## src/rtl/sumador_rizado_if.sv

```systemverilog
`default_nettype none
// ============================================================================
// Module   : sumador_rizado_if
// Purpose  : Operand/result bundle for the registered ripple-carry adder.
// Revision : 1.0
// ============================================================================
interface sumador_rizado_if #(
   parameter int WIDTH     = 8,
   parameter int CNT_WIDTH = 32
);
   logic [WIDTH-1:0]     oprA;
   logic [WIDTH-1:0]     oprB;
   logic                 cin;
   logic                 clr_cnt;
   logic [WIDTH-1:0]     Suma;
   logic                 carry;
   logic                 ovf;
   logic [CNT_WIDTH-1:0] transiciones;

   modport master (
      output oprA, oprB, cin, clr_cnt,
      input  Suma, carry, ovf, transiciones
   );

   modport slave (
      input  oprA, oprB, cin, clr_cnt,
      output Suma, carry, ovf, transiciones
   );
endinterface
`default_nettype wire

```

## src/rtl/sumador_rizado.sv

```systemverilog
`default_nettype none
// ============================================================================
// Module   : sumador_rizado
// Purpose  : Registered ripple-carry adder with output toggle counter.
// Revision : 1.0
// ============================================================================

module sumador_rizado_fa (
   input  wire logic a,
   input  wire logic b,
   input  wire logic ci,
   output logic      s,
   output logic      co
);
   assign s  = a ^ b ^ ci;
   assign co = (a & b) | (ci & (a ^ b));
endmodule

module sumador_rizado #(
   parameter int WIDTH     = 8,
   parameter int CNT_WIDTH = 32
) (
   input  wire logic        clk,
   input  wire logic        reset,
   sumador_rizado_if.slave  bus
);
   localparam int C_OUT_W = WIDTH + 2;
   localparam int C_POP_W = $clog2(WIDTH + 3);
   localparam int C_EXT_W = CNT_WIDTH + C_POP_W + 1;
   localparam logic [C_EXT_W-1:0] C_CNT_MAX = {{(C_POP_W+1){1'b0}}, {CNT_WIDTH{1'b1}}};

   logic [WIDTH:0]       w_c;
   logic [WIDTH-1:0]     w_s;
   logic                 w_ovf;
   logic [C_OUT_W-1:0]   w_next_out;
   logic [C_OUT_W-1:0]   w_cur_out;
   logic [C_OUT_W-1:0]   w_toggle;
   logic [C_POP_W-1:0]   w_pop;
   logic [C_EXT_W-1:0]   w_cnt_ext;
   logic [CNT_WIDTH-1:0] w_cnt_next;

   logic [WIDTH-1:0]     r_suma;
   logic                 r_carry;
   logic                 r_ovf;
   logic [CNT_WIDTH-1:0] r_cnt;

   assign w_c[0] = bus.cin;

   generate
      for (genvar gi = 0; gi < WIDTH; gi++) begin : g_fa
         sumador_rizado_fa u_fa (
            .a  (bus.oprA[gi]),
            .b  (bus.oprB[gi]),
            .ci (w_c[gi]),
            .s  (w_s[gi]),
            .co (w_c[gi+1])
         );
      end
   endgenerate

   assign w_ovf      = w_c[WIDTH] ^ w_c[WIDTH-1];
   assign w_next_out = {w_ovf, w_c[WIDTH], w_s};
   assign w_cur_out  = {r_ovf, r_carry, r_suma};
   assign w_toggle   = w_next_out ^ w_cur_out;

   always_comb begin
      w_pop = '0;
      for (int i = 0; i < C_OUT_W; i++) begin
         w_pop = w_pop + C_POP_W'(w_toggle[i]);
      end
   end

   // Widened sum so the saturation compare never sees a wrapped value.
   assign w_cnt_ext  = {{(C_POP_W+1){1'b0}}, r_cnt} + C_EXT_W'(w_pop);
   assign w_cnt_next = (w_cnt_ext > C_CNT_MAX) ? {CNT_WIDTH{1'b1}}
                                               : w_cnt_ext[CNT_WIDTH-1:0];

   always_ff @(posedge clk) begin
      if (reset) begin
         r_suma  <= '0;
         r_carry <= 1'b0;
         r_ovf   <= 1'b0;
         r_cnt   <= '0;
      end else begin
         r_suma  <= w_s;
         r_carry <= w_c[WIDTH];
         r_ovf   <= w_ovf;
         if (bus.clr_cnt) begin
            r_cnt <= '0;
         end else begin
            r_cnt <= w_cnt_next;
         end
      end
   end

   assign bus.Suma         = r_suma;
   assign bus.carry        = r_carry;
   assign bus.ovf          = r_ovf;
   assign bus.transiciones = r_cnt;
endmodule
`default_nettype wire

```

## src/flat_wrapper.sv

```systemverilog
// flat-port wrapper written by rule: the top's interface ports become plain ports
module sumador_rizado_flat 
#(
   parameter int WIDTH     = 8,
   parameter int CNT_WIDTH = 32
)
  (clk, reset, bus_oprA, bus_oprB, bus_cin, bus_clr_cnt, bus_Suma, bus_carry, bus_ovf, bus_transiciones);
  sumador_rizado_if #(.WIDTH(WIDTH), .CNT_WIDTH(CNT_WIDTH)) bus_i ();
  input  wire logic clk;
  input  wire logic reset;
  input wire logic [$bits(bus_i.oprA)-1:0] bus_oprA;
  input wire logic [$bits(bus_i.oprB)-1:0] bus_oprB;
  input wire logic [$bits(bus_i.cin)-1:0] bus_cin;
  input wire logic [$bits(bus_i.clr_cnt)-1:0] bus_clr_cnt;
  output wire logic [$bits(bus_i.Suma)-1:0] bus_Suma;
  output wire logic [$bits(bus_i.carry)-1:0] bus_carry;
  output wire logic [$bits(bus_i.ovf)-1:0] bus_ovf;
  output wire logic [$bits(bus_i.transiciones)-1:0] bus_transiciones;
  assign bus_i.oprA = bus_oprA;
  assign bus_i.oprB = bus_oprB;
  assign bus_i.cin = bus_cin;
  assign bus_i.clr_cnt = bus_clr_cnt;
  assign bus_Suma = bus_i.Suma;
  assign bus_carry = bus_i.carry;
  assign bus_ovf = bus_i.ovf;
  assign bus_transiciones = bus_i.transiciones;
  sumador_rizado #(.WIDTH(WIDTH), .CNT_WIDTH(CNT_WIDTH)) u_core (.clk(clk), .reset(reset), .bus(bus_i));
endmodule
```

## config.mk

```make
export PLATFORM = sky130hd
export DESIGN_NAME = sumador_rizado_flat
export DESIGN_NICKNAME = d
export VERILOG_FILES = /design/src/rtl/sumador_rizado_if.sv /design/src/rtl/sumador_rizado.sv /design/src/flat_wrapper.sv
export SDC_FILE = /design/constraint.sdc
export NUM_CORES = 1
export LEC_CHECK = 0
export CAP_MARGIN = 20
export CORE_AREA = 5 5 82 84
export DETAILED_ROUTE_END_ITERATION = 6
export DIE_AREA = 0 0 87 89
export PLACE_DENSITY = 0.78
export SYNTH_ARGS = -nofsm -noshare
export SYNTH_HDL_FRONTEND = slang
export SYNTH_SLANG_ARGS = --single-unit
```

## constraint.sdc

```tcl
create_clock -name clk -period 9.65 [get_ports clk]
set_input_delay 1.93 -clock clk [delete_from_list [all_inputs] [get_ports clk]]
set_output_delay 1.93 -clock clk [all_outputs]
set_load 0.02 [all_outputs]
```

==> flow_metrics.env <==
export IMPL_outcome="complete, no violations"
export IMPL_io_pins=62
export IMPL_yosysMostFrequentCell="dfxtp_1"
export IMPL_die_h_um=89
export IMPL_p_leak_nw=1.270
export IMPL_diodes=0
export IMPL_cp_max_fo=4
export IMPL_synth_simple_area_share_pct=17.64
export IMPL_crit_start="bus_cin"
export IMPL_via_per_inst=5.146
export IMPL_relSlewSlack_pct=43.55
export IMPL_drt_total_wl_um=5681
export IMPL_drive_gt1_share_pct=13.43
export IMPL_yosysWarnings=0
export IMPL_vias=2110
export IMPL_seq_area_frac_synth_pct=32.93
export IMPL_min_period_ns=9.381
export IMPL_antenna_found_initial=0
export IMPL_cp_end_kind="register"
export IMPL_crit_family="adder cells"
export IMPL_synth_top_family_by_area="simple AND/OR/NAND/NOR gates"
export IMPL_hold_viol=0
export IMPL_rsz0062_at_grt="false"
export IMPL_critPathLaunchType="input port"
export IMPL_r2r_slack_ns=4.40
export IMPL_synth_seq_cells=42
export IMPL_grt_first_pass_wirelength_um=9425
export IMPL_timing_final_crit_share_pct=97.21
export IMPL_cp_required_ns=9.87
export IMPL_grt_pass1_vias=2101
export IMPL_tightest_slew_ns=0.8468
export IMPL_crit_type="in -> reg"
export IMPL_yosys_area_top_type_share_pct=32.93
export IMPL_synth_edf_count=0
export IMPL_r2r_end="u_core.bus.transiciones[23]"
export IMPL_die_w_um=87
export IMPL_nNetsFinal=378
export IMPL_cts_sinks=42
export IMPL_whs_ns=0.5277
export IMPL_cts_buffers=5
export IMPL_r2r_cells=17
export IMPL_fin_skew_ns=0.006045
export IMPL_grt_max_degree=33
export IMPL_slowest_delay_ns=0.55
export IMPL_start_util_pct=43.65
export IMPL_ant_nets=0
export IMPL_synth_top_cell_by_area="dfxtp_1"
export IMPL_synth_compound_area_share_pct=12.79
export IMPL_synth_distinct_cells=39
export IMPL_synth_main_ff_cell="dfxtp_1"
export IMPL_yosys_area_share_adder_pct=16.17
export IMPL_synth_mux_area_share_pct=0.3920
export IMPL_clockRootBuffer="clkbuf_8"
export IMPL_cp_arrival_ns=9.60
export IMPL_synth_area_mm2=0.002554
export IMPL_num_rows=28
export IMPL_cts_tree="done"
export IMPL_die_area_mm2=0.007743
export IMPL_grt_usage_pct=15.47
export IMPL_syn_inst=265
export IMPL_cpMostUsedCell="fa_1"
export IMPL_route_detailed_drc=0
export IMPL_synth_common_cells="dfxtp_1 (42), inv_1 (33), xnor2_1 (24)"
export IMPL_drt_iter0_drc=121
export IMPL_numPortBuffers=61
export IMPL_synth_net_count=309
export IMPL_min_path_type="reg -> reg"
export IMPL_grt_overflow_total=0
export IMPL_cts_buffer_depth=2
export IMPL_clk_pin_slew_ns=0.08
export IMPL_yosys_top_cells_area="dfxtp_1 (33%), fa_1 (12%), xnor2_1 (8.2%)"
export IMPL_finalMaxSlewViolations=0
export IMPL_power_total_uw=793.2
export IMPL_ir_worst_vdd_mv=0.1586
export IMPL_critical_path_buf_inv_count=4
export IMPL_wl_per_cell_um=13.86
export IMPL_syn_avg_cell_area_um2=9.637
export IMPL_clock_fmax_mhz=106.6
export IMPL_cap_violations=0
export IMPL_cts_hold_buf=0
export IMPL_timing_critical_path_to="u_core.bus.transiciones[23]"
export IMPL_cp_depth=25
export IMPL_ctsHtreeMaxLevel=2
export IMPL_critPathSlowestCell="or4_4"
export IMPL_dr_pass1_iters=4
export IMPL_postCtsSetupRepairBufs=0
export IMPL_syn_to_final_growth_pct=32.83
export IMPL_r2r_start="u_core.bus.Suma[0]"
export IMPL_synthXorXnorAreaFrac_pct=12.35
export IMPL_setup_viol=0
export IMPL_clkLatencyLatePin_ns=0.30
export IMPL_hpwl_um=4303
export IMPL_async_flop_share_pct=0
export IMPL_power_density_mw_per_mm2=233.9
export IMPL_place_congestion=0.7978
export IMPL_core_area_mm2=0.005851
## flip-flops by register name (all words and copies together), names as in the netlist
| name | flops |
|---|---|
| u_core.bus.Suma | 8 |
| u_core.bus.transiciones | 32 |
| u_core.bus.carry | 1 |
| u_core.bus.ovf | 1 |
## where the power goes
part | switching, mW | internal, mW | total [mW]
Combinational | 0.245 | 0.217 | 0.462
Sequential | 0.00803 | 0.184 | 0.193
Clock | 0.0610 | 0.0775 | 0.139
Total | 0.314 | 0.479 | 0.793
## cell type report
type	count	area (um2)
sequential	42	840.8
clock buffer	7	76.32
clock inverter	1	30.03
tap	75	93.84
inverter	33	123.9
fill	513	2459
multi-input combinational	181	1529
timing repair buffer	71	698.2
## worst min-delay path by stage
stage	start	to	depth (start not counted)
after floorplan	u_core.bus.transiciones[23]	u_core.bus.transiciones[23]	2
after global placement	u_core.bus.transiciones[31]	u_core.bus.transiciones[31]	1
after detailed placement	u_core.bus.transiciones[31]	u_core.bus.transiciones[31]	1
after CTS	u_core.bus.transiciones[31]	u_core.bus.transiciones[31]	1
after global routing	u_core.bus.transiciones[31]	u_core.bus.transiciones[31]	1
final	u_core.bus.transiciones[31]	u_core.bus.transiciones[31]	1
## metal layers
metal,track usage [%],up-vias,part of all wire (%)
met5,0,-,0
met1,17.80,1006,41
met4,5.524,0,1.8
li1,-,1029,-
met2,27.67,64,51
met3,4.055,11,5.9
## cell usage in the layout (no fill, tap or decap), types with 10 or more instances in the layout
cell	instances
nand2_1	10
xnor2_1	24
fa_1	15
dfxtp_1	42
a21oi_1	10
nor2_1	12
clkdlybuf4s50_1	61
a21oi_2	20
xor2_1	11
inv_1	33
## cells by family (layout without fill, tap and decap cells)
| kind of cell | Yosys count | count (layout) |
|---|---|---|
| AOI/OAI and AO/OA | 45 | 45 |
| xor gates and xnor gates | 36 | 36 |
| adders and majority gates | 24 | 24 |
| buffers and inverters | 42 | 112 |
| DFF | 42 | 42 |
| muxes | 1 | 1 |
| and+or+nand+nor | 75 | 75 |
## per-stage QoR
step | setup TNS, ns | cells | setup WS [ns] | cell area (um2) | utilization, %
6_report | 0 | 410 | 0.2691 | 3392 | 57.98
5_1_grt | 0 | 410 | 0.01252 | 3392 | 57.98
2_1_floorplan | 0 | 265 | 0.5474 | 2554 | -
3_5_place_dp | -0.7730 | 402 | -0.1319 | 3272 | 55.92
3_3_place_gp | 0 | 402 | 0.08618 | 3272 | 55.92
4_1_cts | 0 | 410 | 0.1878 | 3378 | 57.74
## timing repair
action / 4_1_cts / 5_1_grt
setup endpoints to repair: 0 / 7
endpoints found under the hold margin: 0 / 0
resized for setup: 0 / 2
No activity file was read; power rests on OpenSTA's default activity.
